File: src/rtl/de2_115_sysid_pkg.sv
// Shared definitions for the DE2-115 sysid checker: FSM states, sysid word
// addresses and the width of the waitrequest timer.
package de2_115_sysid_pkg;

  localparam int   CNT_W   = 16;
  localparam logic ADDR_ID = 1'b0;
  localparam logic ADDR_TS = 1'b1;

  typedef enum logic [1:0] {
    IDLE   = 2'd0,
    RD_ID  = 2'd1,
    RD_TS  = 2'd2,
    FINISH = 2'd3
  } state_t;

endpackage

File: src/rtl/de2_115_wait_timer.sv
// Counts consecutive stalled read cycles; terminal flags the stall cycle on
// which the count reaches TIMEOUT_CYCLES.
module de2_115_wait_timer
  import de2_115_sysid_pkg::*;
#(
  parameter int TIMEOUT_CYCLES = 255
) (
  input  logic clock,
  input  logic reset,
  input  logic clear,
  input  logic enable,
  output logic terminal
);

  localparam logic [CNT_W-1:0] LAST = CNT_W'(TIMEOUT_CYCLES - 1);

  logic [CNT_W-1:0] count;

  // Stall counter: clear wins over increment.
  always_ff @(posedge clock or posedge reset) begin
    if (reset)       count <= '0;
    else if (clear)  count <= '0;
    else if (enable) count <= count + 1'b1;
  end

  // This stall cycle is the one that brings the count up to the limit.
  assign terminal = enable && (count == LAST);

endmodule

File: config.mk
export PLATFORM = sky130hd
export DESIGN_NAME = de2_115_wait_timer
export DESIGN_NICKNAME = d
export VERILOG_FILES = /design/src/rtl/de2_115_sysid_pkg.sv /design/src/rtl/de2_115_wait_timer.sv
export SDC_FILE = /design/constraint.sdc
export NUM_CORES = 1
export LEC_CHECK = 0
export CAP_MARGIN = 20
export CORE_MARGIN = 2
export CORE_UTILIZATION = 60
export CTS_BUF_LIST = sky130_fd_sc_hd__clkbuf_2
export CTS_CLUSTER_SIZE = 30
export DETAILED_ROUTE_END_ITERATION = 16
export PLACE_DENSITY = 0.85
export SKIP_CTS_REPAIR_TIMING = 1
export SLEW_MARGIN = 20
export SYNTH_ARGS = -nofsm -noshare
export SYNTH_HDL_FRONTEND = slang
export SYNTH_SLANG_ARGS = --single-unit
File: constraint.sdc
create_clock -name clock -period 2.56 [get_ports clock]
set_clock_uncertainty 0.05 [all_clocks]
set_input_delay 0.512 -clock clock [delete_from_list [all_inputs] [get_ports clock]]
set_output_delay 0.512 -clock clock [all_outputs]
set_load 0.03 [all_outputs]
==> qor.yml, run 1 <==
p_leak_nw: 0.399
grtUsageMet3_pct: 6.52
num_rows: 13
syn_nets: 94
grt_max_degree: 20
r2r_setup_slack_ns: 0.62
cp.arrival_ns: 1.85
antenna_found_initial: 0
num_io_pins: 5
cap_violations: 0
met2_usage_pct: 29.7
p_clk_share_pct: 26.7
start_util_pct: 64.6
synth_cells: 88
critPathMaxFanout: 5
synth-main-ff-cell: "dfrtp_1"
regMostFlops: "count"
crit_path_end_kind: "output port"
grt_overflow: 0
critPathKind: "reg -> out"
grt_pass1_wl_um: 2750
p_sw_w: 0.0000983
cts_root_buffer: "clkbuf_2"
p_int_w: 0.000301
r2r-end: "count[14]"
finalNetCount: 103
rsz0062_at_grt: "no"
fin_area_um2: 931
ant_nets: 0
grt_pass1_vias: 607
cts_made_buffers: 3
peakVddDrop_uv: 269
async_flop_share_pct: 100
yosysMostFrequentCell: "dfrtp_1"
power_frac_comb_pct: 7.9
die_h_um: 41.7
cts_tree: "built"
fin_crit_ns: 2.41
path_delay_family: "simple AND/OR/NAND/NOR gates"
dp.cells: 107
wl_per_cell_um: 14.0
cpPeakStageDelay_ns: 0.46
drt_iter0_drc: 12
placed_area_um2: 916
finalHoldViolCount: 0
synth_top_area_cell: "dfrtp_1"
p_sw_share_pct: 24.6
reg2regPathDepth: 5
gr-usage-met1_pct: 29.5
synth_area_leaders: "dfrtp_1 47%, xnor2_1 6.2%, nor2_1 4.9%"
dieArea_um2: 1740
power_frac_seq_pct: 65.4
clk_pin_slew_ns: 0.14
dr_total_vias: 659
drive_above_1_share_pct: 12.6
status: "completed"
coreArea_um2: 1320
fin_crit_sh_pct: 94.3
largest_register_ffs: 16
critPathSlowestCell: "dfrtp_1"
clock-sinks: 16
grt_usage_pct: 21.2
fmax_mhz: 414
p_total_w: 0.000399
rr_startpoint: "count[0]"
clk_latency_ns: 0.29
crit_chain: "inv_1, ha_1, nor4b_1, nand3_1, nor4_1, buf_4"
synth_seq_cells: 16
required_ns: 2.00
setup_tns_ns: 0
relSlewSlack_pct: 59.6
cp.buffers_inverters: 2
drc_errors: 0
synth_warnings: 0
dieWidth_um: 41.7
synth_area_per_cell_um2: 9.67
netlist_area_um2: 851
synth_edf_count: 0
synth_top_cells_by_count: "16 x dfrtp_1, 11 x nor2_1, 7 x inv_1"
htree_levels: 1
ys_types: 26
finalSetupViolCount: 0
slew_viol_final: 0
dp_hpwl_um: 1040
busiest_layer: "met2"
vias_per_cell: 5.99
wl_um: 1540
min_path_type: "in -> async"
antenna_cells: 0
clockBufferDepth: 2
critPathLaunchType: "register"
worstMarginPinSlew_ns: 0.605
yosysTopAreaCellShare_pct: 47.1
syn_to_final_growth_pct: 9.41
multi_input_area_um2: 410
p_per_area_nw_per_um2: 429
fillCellCount: 105
place_congestion: 0.794
port_buffers: 4
top_regs: "count: 16 flops"
fin_cells: 110
seq_area_frac_synth_pct: 47.1
drt_pass1_iterations: 4
regArea_um2: 400
[power groups by stage]
| stage | Combinational [W] | Clock [W] | Sequential [W] |
|---|---|---|---|
| finish | 0.0000314 | 0.000107 | 0.000261 |
| global route | 0.0000362 | 0.000122 | 0.000262 |
| CTS | 0.0000321 | 0.000109 | 0.000261 |
| detailed placement | 0.0000316 | 0 | 0.000266 |
| global placement | 0.0000307 | 0 | 0.000266 |
| floorplan | 0.0000210 | 0 | 0.000265 |
[cell type report]
cell class	count	area share [%]
Timing Repair Buffer	7	6.45
Inverter	7	2.82
Sequential cell	16	43.0
Clock buffer	3	1.61
Multi-Input combinational cell	62	44.1
Tap cell	15	2.02
[cells in the final DEF, fill, tap and decap left out]
master / netlist / final
xor2_1: 4 / 4
nand4_4: 1 / 1
clkdlybuf4s50_1: 0 / 3
or4_1: 1 / 1
nor4b_1: 1 / 1
buf_4: 0 / 4
inv_1: 7 / 7
or3_1: 2 / 2
a21oi_1: 5 / 5
clkbuf_2: 0 / 3
a31o_2: 2 / 2
ha_1: 2 / 2
dfrtp_1: 16 / 16
nor3_1: 2 / 2
nor4_1: 4 / 4
nand2_1: 3 / 3
o211a_1: 1 / 1
nand3_1: 3 / 3
nor2_1: 11 / 11
o211ai_1: 2 / 2
xnor2_1: 6 / 6
and3_1: 1 / 1
or4_4: 1 / 1
nand4_1: 4 / 4
o21ai_0: 4 / 4
or3_2: 1 / 1
a211oi_1: 1 / 1
[metrics by stage]
| step | util, % | setup WS [ns] | hold slack (ns) |
|---|---|---|---|
| after floorplan | - | 0.141 | 0.376 |
| after global placement | 69.5 | 0.348 | 0.486 |
| after detailed placement | 69.5 | 0.312 | 0.494 |
| after CTS | 70.7 | 0.132 | 0.516 |
| after global routing | 70.7 | 0.0144 | 0.555 |
| final | 70.7 | 0.146 | 0.516 |
[how the worst max path moves through the flow]
stage / cells after the start / slack, ns / to / start
4_1_cts: 6 / 0.13 / terminal / count[0]
2_1_floorplan: 5 / 0.14 / terminal / count[0]
3_5_place_dp: 5 / 0.31 / count[12] / enable
3_3_place_gp: 5 / 0.35 / count[14] / enable
5_1_grt: 6 / 0.01 / terminal / count[0]
6_report: 6 / 0.15 / terminal / count[0]
[cell families after synthesis]
| family | Yosys count | share of synthesized area, % |
|---|---|---|
| AOI/OAI and AO/OA | 15 | 11.2 |
| and+or+nand+nor | 35 | 23.8 |
| adders and majority gates | 2 | 2.94 |
| DFF | 16 | 47.1 |
| xor gates and xnor gates | 10 | 10.3 |
| buffers and inverters | 10 | 4.71 |
[layer usage]
| metal | part of all wire (%) | vias up |
|---|---|---|
| met5 | 0 | - |
| met4 | 2.3 | 0 |
| met3 | 3.2 | 7 |
| met2 | 46 | 9 |
| met1 | 48 | 311 |
| li1 | - | 332 |
(Power assumes the default switching activity.)
==> run 2: changes to the inputs <==
--- a/config.mk
+++ b/config.mk
@@ -9,6 +9,7 @@
 export CORE_MARGIN = 2
 export CORE_UTILIZATION = 60
 export CTS_BUF_LIST = sky130_fd_sc_hd__clkbuf_2
+export CTS_CLUSTER_DIAMETER = 150
 export CTS_CLUSTER_SIZE = 30
 export DETAILED_ROUTE_END_ITERATION = 16
 export PLACE_DENSITY = 0.85
==> results of run 2 <==
No change in the layout: final DEF, timing and power equal those of run 1.
